--- config.mk ---
export PLATFORM = sky130hd
export DESIGN_NAME = freq_meter_flat
export DESIGN_NICKNAME = d
export VERILOG_FILES = /design/src/rtl/freq_meter_pkg.sv /design/src/rtl/freq_meter_if.sv /design/src/rtl/freq_meter_sync_edge_det.sv /design/src/rtl/freq_meter.sv /design/src/flat_wrapper.sv
export SDC_FILE = /design/constraint.sdc
export NUM_CORES = 1
export LEC_CHECK = 0
export CAP_MARGIN = 15
export CORE_ASPECT_RATIO = 1.4
export CORE_MARGIN = 2
export CORE_UTILIZATION = 52
export CTS_CLUSTER_SIZE = 28
export DETAILED_ROUTE_END_ITERATION = 8
export PLACE_DENSITY = 0.77
export SETUP_SLACK_MARGIN = 0.02
export SLEW_MARGIN = 25
export SYNTH_ARGS = -nofsm -noshare
export SYNTH_HDL_FRONTEND = slang
export SYNTH_HIERARCHICAL = 1
export SYNTH_SLANG_ARGS = --single-unit
--- constraint.sdc ---
create_clock -name clockin -period 5.3 [get_ports clockin]
set_clock_uncertainty 0.15 [all_clocks]
set_input_delay 0.795 -clock clockin [delete_from_list [all_inputs] [get_ports clockin]]
set_output_delay 0.795 -clock clockin [all_outputs]
set_load 0.01 [all_outputs]
--- src/rtl/freq_meter_pkg.sv ---
`default_nettype none
// +----------------------------------------------------------------------------+
// | Module  : freq_meter_pkg                                                   |
// | Brief   : Shared FSM encoding and field widths for the frequency meter.    |
// | Rev     : 1.0                                                              |
// +----------------------------------------------------------------------------+
package freq_meter_pkg;

    localparam int TOL_W = 8;

    typedef enum logic [1:0] {
        ST_IDLE      = 2'd0,
        ST_WAIT_EDGE = 2'd1,
        ST_MEASURE   = 2'd2,
        ST_DONE      = 2'd3
    } state_t;

endpackage
`default_nettype wire

--- src/rtl/freq_meter_if.sv ---
`default_nettype none
// +----------------------------------------------------------------------------+
// | Module  : freq_meter_if                                                    |
// | Brief   : Measurement request and result handshake bundle.                 |
// | Rev     : 1.0                                                              |
// +----------------------------------------------------------------------------+
interface freq_meter_if #(
    parameter int CNT_W = 16
) ();
    import freq_meter_pkg::*;

    logic             sigin;
    logic             start;
    logic [CNT_W-1:0] expected;
    logic [TOL_W-1:0] tolerance;
    logic [CNT_W-1:0] period;
    logic             period_valid;
    logic             period_ready;
    logic             match;
    logic             timeout;
    logic             busy;

    modport master (
        output sigin, start, expected, tolerance, period_ready,
        input  period, period_valid, match, timeout, busy
    );

    modport slave (
        input  sigin, start, expected, tolerance, period_ready,
        output period, period_valid, match, timeout, busy
    );
endinterface
`default_nettype wire

--- src/rtl/freq_meter_sync_edge_det.sv ---
`default_nettype none
// +----------------------------------------------------------------------------+
// | Module  : sync_edge_det                                                    |
// | Brief   : Multi-flop synchroniser followed by a registered rise pulse.     |
// | Rev     : 1.0                                                              |
// +----------------------------------------------------------------------------+
module sync_edge_det #(
    parameter int SYNC_STAGES = 2
) (
    input  logic clk,
    input  logic rst,
    input  logic i_sig,
    output logic o_rise
);
    logic [SYNC_STAGES-1:0] r_sync;
    logic                   r_prev;
    logic                   r_rise;

    // Pulse lands SYNC_STAGES+1 cycles after the input edge.
    always_ff @(posedge clk) begin
        if (rst) begin
            r_sync <= '0;
            r_prev <= 1'b0;
            r_rise <= 1'b0;
        end else begin
            r_sync <= {r_sync[SYNC_STAGES-2:0], i_sig};
            r_prev <= r_sync[SYNC_STAGES-1];
            r_rise <= r_sync[SYNC_STAGES-1] & ~r_prev;
        end
    end

    assign o_rise = r_rise;
endmodule
`default_nettype wire

--- src/rtl/freq_meter.sv ---
`default_nettype none
// +----------------------------------------------------------------------------+
// | Module  : freq_meter                                                       |
// | Brief   : Period meter with averaging and tolerance compare.               |
// | Rev     : 1.0                                                              |
// +----------------------------------------------------------------------------+
module freq_meter
    import freq_meter_pkg::*;
#(
    parameter int CNT_W       = 16,
    parameter int SYNC_STAGES = 2,
    parameter int AVG_LOG2    = 0
) (
    input  logic        clockin,
    input  logic        reset,
    freq_meter_if.slave mif
);
    localparam int               ACC_W      = CNT_W + AVG_LOG2;
    localparam int               NPER_W     = AVG_LOG2 + 1;
    localparam logic [CNT_W-1:0] c_CNT_MAX  = '1;
    localparam logic [NPER_W-1:0] c_NPER_TGT = NPER_W'(1) << AVG_LOG2;

    state_t            r_state;
    logic [CNT_W-1:0]  r_cnt;
    logic [ACC_W-1:0]  r_acc;
    logic [NPER_W-1:0] r_nper;
    logic [CNT_W-1:0]  r_period;
    logic              r_valid;
    logic              r_match;
    logic              r_timeout;
    logic              r_busy;

    logic              w_rise;
    logic [ACC_W-1:0]  w_acc_next;
    logic [NPER_W-1:0] w_nper_next;
    logic [CNT_W-1:0]  w_avg;
    logic [CNT_W:0]    w_diff;
    logic [CNT_W:0]    w_abs;
    logic              w_match;
    logic              w_xfer;

    sync_edge_det #(
        .SYNC_STAGES (SYNC_STAGES)
    ) u_sync (
        .clk    (clockin),
        .rst    (reset),
        .i_sig  (mif.sigin),
        .o_rise (w_rise)
    );

    assign w_acc_next  = r_acc + ACC_W'(r_cnt);
    assign w_nper_next = r_nper + NPER_W'(1);
    assign w_avg       = CNT_W'(w_acc_next >> AVG_LOG2);

    // One extra bit keeps the sign so the magnitude is exact for any operands.
    assign w_diff  = {1'b0, w_avg} - {1'b0, mif.expected};
    assign w_abs   = w_diff[CNT_W] ? (~w_diff + 1'b1) : w_diff;
    assign w_match = (w_abs <= {{(CNT_W+1-TOL_W){1'b0}}, mif.tolerance});
    assign w_xfer  = r_valid & mif.period_ready;

    always_ff @(posedge clockin) begin
        if (reset) begin
            r_state   <= ST_IDLE;
            r_cnt     <= '0;
            r_acc     <= '0;
            r_nper    <= '0;
            r_period  <= '0;
            r_valid   <= 1'b0;
            r_match   <= 1'b0;
            r_timeout <= 1'b0;
            r_busy    <= 1'b0;
        end else begin
            case (r_state)
                ST_IDLE: begin
                    if (mif.start) begin
                        r_state <= ST_WAIT_EDGE;
                        r_cnt   <= '0;
                        r_busy  <= 1'b1;
                    end
                end
                ST_WAIT_EDGE: begin
                    if (w_rise) begin
                        r_state <= ST_MEASURE;
                        r_cnt   <= CNT_W'(1);
                        r_acc   <= '0;
                        r_nper  <= '0;
                    end else if (r_cnt == c_CNT_MAX) begin
                        r_state   <= ST_DONE;
                        r_valid   <= 1'b1;
                        r_period  <= c_CNT_MAX;
                        r_match   <= 1'b0;
                        r_timeout <= 1'b1;
                        r_busy    <= 1'b0;
                    end else begin
                        r_cnt <= r_cnt + CNT_W'(1);
                    end
                end
                ST_MEASURE: begin
                    if (w_rise) begin
                        r_acc  <= w_acc_next;
                        r_nper <= w_nper_next;
                        r_cnt  <= CNT_W'(1);
                        if (w_nper_next == c_NPER_TGT) begin
                            r_state   <= ST_DONE;
                            r_valid   <= 1'b1;
                            r_period  <= w_avg;
                            r_match   <= w_match;
                            r_timeout <= 1'b0;
                            r_busy    <= 1'b0;
                        end
                    end else if (r_cnt == c_CNT_MAX) begin
                        r_state   <= ST_DONE;
                        r_valid   <= 1'b1;
                        r_period  <= c_CNT_MAX;
                        r_match   <= 1'b0;
                        r_timeout <= 1'b1;
                        r_busy    <= 1'b0;
                    end else begin
                        r_cnt <= r_cnt + CNT_W'(1);
                    end
                end
                ST_DONE: begin
                    // Result is held until accepted; a coincident start re-arms at once.
                    if (w_xfer) begin
                        r_valid   <= 1'b0;
                        r_period  <= '0;
                        r_match   <= 1'b0;
                        r_timeout <= 1'b0;
                        if (mif.start) begin
                            r_state <= ST_WAIT_EDGE;
                            r_cnt   <= '0;
                            r_busy  <= 1'b1;
                        end else begin
                            r_state <= ST_IDLE;
                        end
                    end
                end
                default: begin
                    r_state <= ST_IDLE;
                end
            endcase
        end
    end

    assign mif.period       = r_period;
    assign mif.period_valid = r_valid;
    assign mif.match        = r_match;
    assign mif.timeout      = r_timeout;
    assign mif.busy         = r_busy;
endmodule
`default_nettype wire

--- src/flat_wrapper.sv ---
// flat-port wrapper written by rule: the top's interface ports become plain ports
module freq_meter_flat import freq_meter_pkg::*;
#(
    parameter int CNT_W       = 16,
    parameter int SYNC_STAGES = 2,
    parameter int AVG_LOG2    = 0
)
  (clockin, reset, mif_sigin, mif_start, mif_expected, mif_tolerance, mif_period_ready, mif_period, mif_period_valid, mif_match, mif_timeout, mif_busy);
  freq_meter_if #(.CNT_W(CNT_W)) mif_i ();
  input  logic clockin;
  input  logic reset;
  input wire logic [$bits(mif_i.sigin)-1:0] mif_sigin;
  input wire logic [$bits(mif_i.start)-1:0] mif_start;
  input wire logic [$bits(mif_i.expected)-1:0] mif_expected;
  input wire logic [$bits(mif_i.tolerance)-1:0] mif_tolerance;
  input wire logic [$bits(mif_i.period_ready)-1:0] mif_period_ready;
  output wire logic [$bits(mif_i.period)-1:0] mif_period;
  output wire logic [$bits(mif_i.period_valid)-1:0] mif_period_valid;
  output wire logic [$bits(mif_i.match)-1:0] mif_match;
  output wire logic [$bits(mif_i.timeout)-1:0] mif_timeout;
  output wire logic [$bits(mif_i.busy)-1:0] mif_busy;
  assign mif_i.sigin = mif_sigin;
  assign mif_i.start = mif_start;
  assign mif_i.expected = mif_expected;
  assign mif_i.tolerance = mif_tolerance;
  assign mif_i.period_ready = mif_period_ready;
  assign mif_period = mif_i.period;
  assign mif_period_valid = mif_i.period_valid;
  assign mif_match = mif_i.match;
  assign mif_timeout = mif_i.timeout;
  assign mif_busy = mif_i.busy;
  freq_meter #(.CNT_W(CNT_W), .SYNC_STAGES(SYNC_STAGES), .AVG_LOG2(AVG_LOG2)) u_core (.clockin(clockin), .reset(reset), .mif(mif_i));
endmodule
==> flow_metrics.env, run 1 <==
export IMPL_outcome="completed"
export IMPL_wl_mm=12.8
export IMPL_slew_headroom=0.404
export IMPL_grt_pass1_vias=4538
export IMPL_netlist_instances=595
export IMPL_syn_cell_area_mm2=0.00466
export IMPL_worstPathArrival_ns=5.27
export IMPL_whs_ns=0.264
export IMPL_ir_drop_v=0.000193
export IMPL_clk_path_buf_depth=2
export IMPL_max_freq_ghz=0.194
export IMPL_ant_nets=0
export IMPL_start_util=0.538
export IMPL_synth_top_family_by_area="compound AO/OA/AOI/OAI gates"
export IMPL_p_per_area_mw_per_mm2=206
export IMPL_finalMaxSlewViolations=0
export IMPL_cts_tree="done"
export IMPL_die_x_um=84.0
export IMPL_synth_seq_cells=59
export IMPL_wl_per_cell_um=16.4
export IMPL_rows=40
export IMPL_critPathCaptureType="register"
export IMPL_core_area_mm2=0.00866
export IMPL_worstSetupPathType="reg -> reg"
export IMPL_htreeDepth=3
export IMPL_synth_mux_area_frac=0.00645
export IMPL_dp_hpwl_mm=9.57
export IMPL_grt_max_degree=27
export IMPL_synth_compound_area_share=0.260
export IMPL_grt_pass1_wl_mm=20.2
export IMPL_maxCapViolations=0
export IMPL_fin_nets=748
export IMPL_timing_final_hold_violations=0
export IMPL_port_buffers=48
export IMPL_cp_required_ns=5.42
export IMPL_rrSetupSlack_ns=0.15
export IMPL_dieArea_mm2=0.00974
export IMPL_synth_edff_count=0
export IMPL_fillers=707
export IMPL_crit_top_cell="o21a_1"
export IMPL_rsz0062_at_grt="true"
export IMPL_tightest_slew_ns=0.894
export IMPL_cts_made_buffers=9
export IMPL_vias_per_cell=6.04
export IMPL_overflow=0
export IMPL_drive_gt1_frac=0.151
export IMPL_finalCritPeriodShare=0.972
export IMPL_drc=0
export IMPL_area_growth_pct=25.6
export IMPL_cp_slowest_cell="fa_2"
export IMPL_antenna_found_initial=0
export IMPL_postSynthNetCount=673
export IMPL_numClockSinks=59
export IMPL_start_kind="register"
export IMPL_worst_path_max_fanout=5
export IMPL_synth_flop_cell="dfxtp_1"
export IMPL_ys_warn_count=6
export IMPL_p_leak_nw=2.55
export IMPL_setup_viol=0
export IMPL_synth_fa_ha_area_frac=0.135
export IMPL_via_count=4709
export IMPL_reg2reg_depth=28
export IMPL_final_area_mm2=0.00585
export IMPL_hold_path_depth=1
export IMPL_die_y_um=116
export IMPL_cts_root_buf="clkbuf_16"
export IMPL_ys_seq_area_frac=0.254
export IMPL_placed_area_mm2=0.00538
export IMPL_synth_async_reset_ratio=0
export IMPL_yosysUniqueCellTypes=67
export IMPL_antenna_cells=0
export IMPL_dp_cells=757
export IMPL_hold_path_class="reg -> reg"
export IMPL_synth_xor_area_share=0.0771
export IMPL_stdcell_count=780
export IMPL_synthSimpleGateAreaFrac=0.220
export IMPL_place_gp_congestion=0.945
export IMPL_syn_avg_cell_area_um2=7.83
export IMPL_first_pass_iters=5
export IMPL_grt_usage=0.257
export IMPL_drt_initial_drc_count=246
export IMPL_cpPeakStageDelay_ns=0.36
export IMPL_io_pins=49
export IMPL_period_needed_ns=5.15
export IMPL_clk_pin_slew_ns=0.05
export IMPL_worstSkewPairLatency_ns=0.32
export IMPL_total_power_mw=1.20
-- power breakdown --
part | switching (mW) | internal, mW | leakage [nW] | total, mW
clock | 0.185 | 0.340 | 0.137 | 0.525
sequential | 0.00470 | 0.450 | 0.478 | 0.455
combinational | 0.120 | 0.103 | 1.94 | 0.222
-- layer usage --
metal	vias to the layer above	share of wire	track usage
met4	0	0.027	0.114
met3	32	0.044	0.0399
met1	2220	0.40	0.272
met2	159	0.53	0.499
li1	2298	-	-
met5	-	0	0
-- path summary, 6_finish.rpt --
check	start	end
min	u_core/u_sync/r_prev	u_core/u_sync/o_rise
max	u_core/r_acc[0]	u_core/mif.match
min reg2reg	u_core/u_sync/r_prev	u_core/u_sync/o_rise
max reg2reg	u_core/r_acc[0]	u_core/mif.match
-- metrics by stage --
| stage | setup WS [ns] | util | TNS, ns |
|---|---|---|---|
| after CTS | 0.0315 | 0.660 | 0 |
| after detailed placement | -0.203 | 0.621 | -0.203 |
| after global routing | -0.106 | 0.675 | -0.106 |
| final | 0.148 | 0.675 | 0 |
| after global placement | 0.00517 | 0.621 | 0 |
| after floorplan | 0.120 | - | 0 |
-- what timing repair did --
action | in CTS | in global routing
endpoints found under the hold margin | 0 | 0
pin swaps | 10 | 25
setup endpoints to repair | 1 | 1
cloned | 0 | 0
buffers inserted | 3 | 4
gates resized for setup | 11 | 26
hold buffers | 0 | 0
-- Yosys cell counts, types with 3 or more instances --
cell / number / area, µm²
a211oi_1: 18 / 135
a21bo_2: 3 / 30.0
a21boi_0: 3 / 22.5
a21o_1: 6 / 45.0
a21oi_1: 63 / 315
a221oi_1: 3 / 26.3
a31oi_1: 3 / 18.8
and2_1: 5 / 31.3
and3_1: 8 / 50.1
and3_2: 3 / 22.5
clkbuf_1: 11 / 41.3
dfxtp_1: 59 / 1180
ha_1: 47 / 588
inv_1: 36 / 135
mux2i_1: 3 / 30.0
nand2_1: 67 / 251
nand3_1: 17 / 85.1
nand4_1: 9 / 56.3
nor2_1: 54 / 203
nor2b_1: 10 / 62.6
nor3_1: 12 / 60.1
o2111ai_1: 4 / 35.0
o211ai_1: 8 / 60.1
o21a_1: 16 / 120
o21ai_0: 16 / 80.1
o21bai_1: 4 / 30.0
o22ai_1: 3 / 18.8
o31a_1: 3 / 26.3
or2_2: 4 / 25.0
or3_1: 7 / 43.8
or4_4: 3 / 33.8
xnor2_1: 20 / 175
xor2_1: 21 / 184
-- worst max-delay path, delay by kind of cell, from the launching register on --
kind / cells / cell delay [ns]
AND/OR/NAND/NOR: 3 / 0.28
buffers and inverters: 2 / 0.22
XOR/XNOR: 1 / 0.12
AO/OA/AOI/OAI: 18 / 2.92
adder cells (fa/ha/maj): 4 / 1.06
flip-flops: 1 / 0.33
-- cells in the final DEF (no fill, tap or decap), drive strengths merged, types with 6 or more instances in the layout --
cell type / synthesis / routed
a21o: 6 / 6
nor3: 13 / 13
a211oi: 19 / 19
buf: 4 / 33
clkbuf: 13 / 14
xor2: 21 / 21
dfxtp: 59 / 59
o21ai: 18 / 18
nor2: 54 / 54
xnor2: 20 / 20
o211ai: 8 / 8
a21oi: 63 / 63
nor2b: 10 / 10
and3: 11 / 11
ha: 47 / 47
nand4: 9 / 9
o21a: 16 / 16
nand2: 67 / 67
or3: 10 / 10
clkdlybuf4s50: 0 / 48
inv: 36 / 36
nand3: 17 / 17
-- kinds of logic (layout without fill, tap and decap cells) --
logic type | Yosys count | in the layout
simple gates | 211 | 211
compound gates | 179 | 179
flops | 59 | 59
buf+inv | 53 | 133
fa+ha+maj | 49 | 49
xor+xnor | 41 | 41
mux | 3 | 3
-- final cells by class --
cell class,instances,area (µm²),share of cell area
tap,105,131,0.0225
timing repair buffer,81,728,0.125
clock buffer,14,264,0.0451
inverter,36,135,0.0231
sequential,59,1180,0.203
multi-input combinational,483,3390,0.580
clock inverter,2,10.0,0.00171
-- state kept, by name (all words and copies together) (netlist names) --
signal,flops
u_core/mif.busy,1
u_core/mif.match,1
u_core/mif.period,16
u_core/mif.period_valid,1
u_core/mif.timeout,1
u_core/r_acc,16
u_core/r_cnt,16
u_core/r_nper,1
u_core/r_state,2
u_core/u_sync/o_rise,1
u_core/u_sync/r_prev,1
u_core/u_sync/r_sync,2
No activity file was read; power rests on OpenSTA's default activity.
==> inputs of run 2 (changes only) <==
--- a/config.mk
+++ b/config.mk
@@ -11,7 +11,7 @@
 export CORE_UTILIZATION = 52
 export CTS_CLUSTER_SIZE = 28
 export DETAILED_ROUTE_END_ITERATION = 8
-export PLACE_DENSITY = 0.77
+export PLACE_DENSITY = 0.88
 export SETUP_SLACK_MARGIN = 0.02
 export SLEW_MARGIN = 25
 export SYNTH_ARGS = -nofsm -noshare
==> run 2 against run 1 <==
Compared with the run above:
- highest routed layer unchanged
- total power is 12% higher
- setup slack worse by 0.10 ns
- register-to-register slack worse by 0.10 ns
==> flow_metrics.env, run 2 (same netlist as run 1, synthesis figures left out) <==
export IMPL_outcome="completed"
export IMPL_setup_viol=0
export IMPL_tns_ns=0
export IMPL_whs_ns=0.259
export IMPL_max_freq_ghz=0.190
export IMPL_area_growth_pct=26.8
export IMPL_post_route_util=0.682
export IMPL_clk_path_buf_depth=2
export IMPL_r2r_start="u_core/r_cnt[0]"
export IMPL_overflow=0
export IMPL_grt_pass1_vias=4693
export IMPL_die_x_um=84.0
export IMPL_first_pass_iters=5
export IMPL_hold_path_depth=1
export IMPL_layout_common_cells="67 x nand2_1, 56 x a21oi_1, 56 x dfxtp_1, 53 x nor2_1, 48 x clkdlybuf4s50_1"
export IMPL_final_common_cell="nand2_1"
export IMPL_timing_final_hold_violations=0
export IMPL_clk_pin_slew_ns=0.05
export IMPL_dp_cells=755
export IMPL_slew_headroom=0.425
export IMPL_finalCritPeriodShare=0.991
export IMPL_drt_initial_drc_count=251
export IMPL_rows=40
export IMPL_drive_gt1_frac=0.152
export IMPL_worst_path_max_fanout=5
export IMPL_cts_tree="done"
export IMPL_fin_ws_ns=0.0477
export IMPL_stdcell_count=781
export IMPL_crit_start="u_core/r_cnt[0]"
export IMPL_ant_nets=0
export IMPL_fillers=662
export IMPL_cts_made_buffers=9
export IMPL_start_util=0.538
export IMPL_numClockSinks=59
export IMPL_cts_root_buf="clkbuf_16"
export IMPL_worstSkewPairLatency_ns=0.33
export IMPL_finalMaxSlewViolations=0
export IMPL_dpl_worst_slack_ns=-0.149
export IMPL_io_pins=49
export IMPL_dp_hpwl_mm=9.25
export IMPL_port_buffers=48
export IMPL_rsz0062_at_grt="true"
export IMPL_rrSetupSlack_ns=0.05
export IMPL_dieArea_mm2=0.00974
export IMPL_worstHoldEndpoint="u_core/u_sync/o_rise"
export IMPL_antenna_cells=0
export IMPL_p_leak_nw=2.59
export IMPL_p_per_area_mw_per_mm2=229
export IMPL_grt_usage=0.263
export IMPL_wl_per_cell_um=16.8
export IMPL_antenna_found_initial=0
export IMPL_htreeDepth=3
export IMPL_reg2reg_depth=26
export IMPL_total_power_mw=1.35
export IMPL_grt_pass1_wl_mm=20.9
export IMPL_worstPathArrival_ns=5.37
export IMPL_via_count=4820
export IMPL_drc=0
export IMPL_maxCapViolations=0
export IMPL_r2r_end="u_core/mif.match"
export IMPL_cp_required_ns=5.42
export IMPL_die_y_um=116
export IMPL_final_area_mm2=0.00591
export IMPL_vias_per_cell=6.17
export IMPL_worstSetupPathType="reg -> reg"
export IMPL_fin_nets=749
export IMPL_hold_start="u_core/u_sync/r_prev"
export IMPL_place_gp_congestion=0.940
export IMPL_critPathCaptureType="register"
export IMPL_grt_max_degree=29
export IMPL_placed_area_mm2=0.00536
export IMPL_hold_path_class="reg -> reg"
export IMPL_tightest_slew_ns=0.863
export IMPL_wl_mm=13.1
export IMPL_ir_drop_v=0.000217
export IMPL_core_area_mm2=0.00866
export IMPL_period_needed_ns=5.25
export IMPL_start_kind="register"
-- run 2: changes by cell type in the layout (fill, tap and decap cells not counted), moves of 2 or more --
cell       before  now
ha_2            5    2
bufinv_16       0    3
a21oi_2         4    6
clkbuf_1        3    1
ha_1           40   44
-- run 2: layout make-up --
cell class	count	area [µm²]	area share
clock buffer	11	243	0.0411
clock inverter	5	100	0.0169
inverter	36	135	0.0229
multi-input combinational	483	3380	0.572
sequential	59	1180	0.201
tap	105	131	0.0222
timing repair buffer	82	736	0.125
-- run 2: critical path: stages (launching register included) --
cell	delay, ns
dfxtp_2	0.33
ha_4	0.16
fa_2	0.35
a21oi_2	0.17
o21bai_2	0.11
buf_4	0.14
xor2_1	0.15
ha_1	0.39
o21a_1	0.15
a21boi_0	0.41
o21ba_4	0.24
o211ai_1	0.10
buf_4	0.16
a31oi_4	0.23
nor2_2	0.07
a21oi_2	0.11
ha_1	0.25
nor2b_1	0.14
o21a_1	0.18
o21a_1	0.17
o21a_1	0.16
o21a_1	0.16
o21a_1	0.16
o21a_1	0.16
o22ai_1	0.17
o2111ai_1	0.15
nand2_1	0.09
-- run 2: worst max-delay path by stage --
| stage | end | depth (start not counted) | slack [ns] |
|---|---|---|---|
| floorplan | u_core/mif.match | 27 | 0.12 |
| global placement | u_core/mif.match | 27 | 0.04 |
| detailed placement | u_core/mif.match | 27 | -0.15 |
| CTS | u_core/mif.match | 25 | 0.04 |
| global route | u_core/mif.match | 27 | -0.17 |
| finish | u_core/mif.match | 26 | 0.05 |
-- run 2: metal layers --
layer,GRT usage,up-vias,wire length [µm]
met5,0,-,0
met4,0.137,0,608
met3,0.0335,51,769
met2,0.493,198,6760
met1,0.290,2264,4960
li1,-,2307,-
-- run 2: power breakdown --
| part | switching, mW | leakage, nW | total [mW] | internal (mW) |
|---|---|---|---|---|
| logic | 0.121 | 1.94 | 0.227 | 0.107 |
| clock network | 0.199 | 0.169 | 0.669 | 0.470 |
| registers | 0.00499 | 0.478 | 0.455 | 0.450 |
| total | 0.325 | 2.59 | 1.35 | 1.03 |
-- run 2: timing repair --
action	in CTS	in global routing
setup endpoints to repair	1	1
pin swaps	8	13
buffers inserted	5	5
resized for setup	8	26
hold buffers	0	0
==> inputs of run 3 (changes only) <==
--- a/config.mk
+++ b/config.mk
@@ -11,6 +11,7 @@
 export CORE_UTILIZATION = 52
 export CTS_CLUSTER_SIZE = 28
 export DETAILED_ROUTE_END_ITERATION = 8
+export MAX_ROUTING_LAYER = met4
 export PLACE_DENSITY = 0.88
 export SETUP_SLACK_MARGIN = 0.02
 export SLEW_MARGIN = 25
==> run 3 against run 2 <==
Compared with the run above:
- largest cell class unchanged
- sequential power barely moved
- total power is 11% lower
- setup slack improved by 0.040 ns
==> flow_metrics.env, run 3 (same netlist as run 1, synthesis figures left out) <==
export IMPL_antenna_cells=0
export IMPL_tns_ns=0
export IMPL_r2r_start="u_core/r_cnt[0]"
export IMPL_crit_top_cell="o21a_1"
export IMPL_start_util=0.538
export IMPL_tightest_slew_ns=0.874
export IMPL_finalMaxSlewViolations=0
export IMPL_area_growth_pct=25.1
export IMPL_r2r_end="u_core/mif.match"
export IMPL_timing_final_hold_violations=0
export IMPL_final_common_cell="nand2_1"
export IMPL_finalCritPeriodShare=0.984
export IMPL_ctsHoldBuffers=0
export IMPL_rrSetupSlack_ns=0.09
export IMPL_place_gp_congestion=0.933
export IMPL_core_area_mm2=0.00866
export IMPL_outcome="completed"
export IMPL_p_leak_nw=2.54
export IMPL_dp_cells=755
export IMPL_vias_per_cell=6.12
export IMPL_die_x_um=84.0
export IMPL_numClockSinks=59
export IMPL_ir_drop_v=0.000201
export IMPL_setup_viol=0
export IMPL_drive_gt1_frac=0.145
export IMPL_critPathCaptureType="register"
export IMPL_cp_slowest_cell="fa_2"
export IMPL_period_needed_ns=5.21
export IMPL_port_buffers=48
export IMPL_reg2reg_depth=28
export IMPL_antenna_found_initial=0
export IMPL_final_area_mm2=0.00583
export IMPL_grt_pass1_vias=4680
export IMPL_dp_hpwl_mm=9.39
export IMPL_cts_tree="done"
export IMPL_ant_nets=0
export IMPL_worstPathArrival_ns=5.33
export IMPL_p_per_area_mw_per_mm2=207
export IMPL_slew_headroom=0.417
export IMPL_first_pass_iters=5
export IMPL_die_y_um=116
export IMPL_clk_pin_slew_ns=0.05
export IMPL_grt_pass1_wl_mm=20.8
export IMPL_hold_path_class="reg -> reg"
export IMPL_htreeDepth=3
export IMPL_wl_per_cell_um=16.7
export IMPL_dieArea_mm2=0.00974
export IMPL_critPathCapture="u_core/mif.match"
export IMPL_crit_start="u_core/r_cnt[0]"
export IMPL_grt_usage=0.271
export IMPL_drc=0
export IMPL_drt_initial_drc_count=234
export IMPL_worst_path_max_fanout=4
export IMPL_maxCapViolations=0
export IMPL_cts_root_buf="clkbuf_16"
export IMPL_p_switching_uw=316
export IMPL_seqPwrFrac=0.376
export IMPL_io_pins=49
export IMPL_via_count=4767
export IMPL_placed_area_mm2=0.00536
export IMPL_fin_nets=747
export IMPL_clk_path_buf_depth=2
export IMPL_rows=40
export IMPL_power_share_clock=0.439
export IMPL_p_int_uw=892
export IMPL_cpPeakStageDelay_ns=0.34
export IMPL_stdcell_count=779
export IMPL_wl_mm=13.0
export IMPL_cp_required_ns=5.42
export IMPL_worstSetupPathType="reg -> reg"
export IMPL_grt_max_degree=29
export IMPL_max_freq_ghz=0.192
export IMPL_overflow=0
export IMPL_worstSkewPairLatency_ns=0.33
export IMPL_swShare=0.262
export IMPL_power_frac_comb=0.185
export IMPL_cts_made_buffers=9
export IMPL_start_kind="register"
export IMPL_rsz0062_at_grt="true"
export IMPL_layout_common_cells="67 x nand2_1, 57 x a21oi_1, 56 x dfxtp_1, 54 x nor2_1, 48 x clkdlybuf4s50_1"
## run 3: cell types whose count changed in the layout (fill, tap and decap cells not counted), sizes merged
cell	before	now
bufinv	3	0
buf	34	32
clkbuf	11	14
## run 3: area by class of cell
| type | count | area [µm²] |
|---|---|---|
| multi-input combinational | 483 | 3380 |
| tap | 105 | 131 |
| clock buffer | 14 | 264 |
| fill | 699 | 2830 |
| clock inverter | 2 | 10.0 |
| sequential | 59 | 1180 |
| inverter | 36 | 135 |
| timing repair buffer | 80 | 721 |
## run 3: worst min path at each step
stage,start,end,slack (ns),depth (start not counted)
after global routing,u_core/u_sync/r_prev,u_core/u_sync/o_rise,0.28,1
final,u_core/u_sync/r_prev,u_core/u_sync/o_rise,0.25,1
after floorplan,u_core/u_sync/r_prev,u_core/u_sync/o_rise,0.24,1
after global placement,u_core/u_sync/r_prev,u_core/u_sync/o_rise,0.24,1
after CTS,u_core/u_sync/r_prev,u_core/u_sync/o_rise,0.25,1
after detailed placement,u_core/u_sync/r_prev,u_core/u_sync/o_rise,0.24,1
## run 3: what timing repair did
action,4_1_cts,5_1_grt
endpoints found under the setup margin,1,1
pin swaps,7,10
resized for setup,12,20
setup buffers,3,5
cloned,0,0
## run 3: critical path: cells and delay by family, from the launching register on
kind                       cells  cell delay, ns
AOI/OAI and AO/OA             18            2.96
xor gates and xnor gates       1            0.11
adders and majority gates      4            1.04
buffers and inverters          2            0.26
DFF                            1            0.33
and+or+nand+nor                3            0.29
## run 3: per-stage QoR
| step | setup slack, ns | power (mW) | hold slack [ns] | util |
|---|---|---|---|---|
| 2_1_floorplan | 0.120 | 0.607 | 0.237 | - |
| 4_1_cts | 0.0426 | 1.20 | 0.250 | 0.657 |
| 3_3_place_gp | 0.0170 | 0.666 | 0.243 | 0.619 |
| 6_report | 0.0874 | 1.21 | 0.250 | 0.673 |
| 5_1_grt | -0.134 | 1.25 | 0.276 | 0.673 |
| 3_5_place_dp | -0.196 | 0.676 | 0.243 | 0.619 |
## run 3: power by group through the flow
stage	clock [mW]	sequential [mW]	combinational, mW
final	0.530	0.455	0.223
after global routing	0.556	0.455	0.243
after CTS	0.533	0.454	0.215
after detailed placement	0	0.463	0.213
after global placement	0	0.462	0.203
after floorplan	0	0.463	0.144
## run 3: layer usage
metal | vias to the layer above | global-route usage | wire (µm)
met3 | 58 | 0.0534 | 715
met2 | 172 | 0.488 | 6620
met5 | - | - | 0
li1 | 2296 | - | -
met4 | 0 | 0.152 | 684
met1 | 2241 | 0.275 | 4960
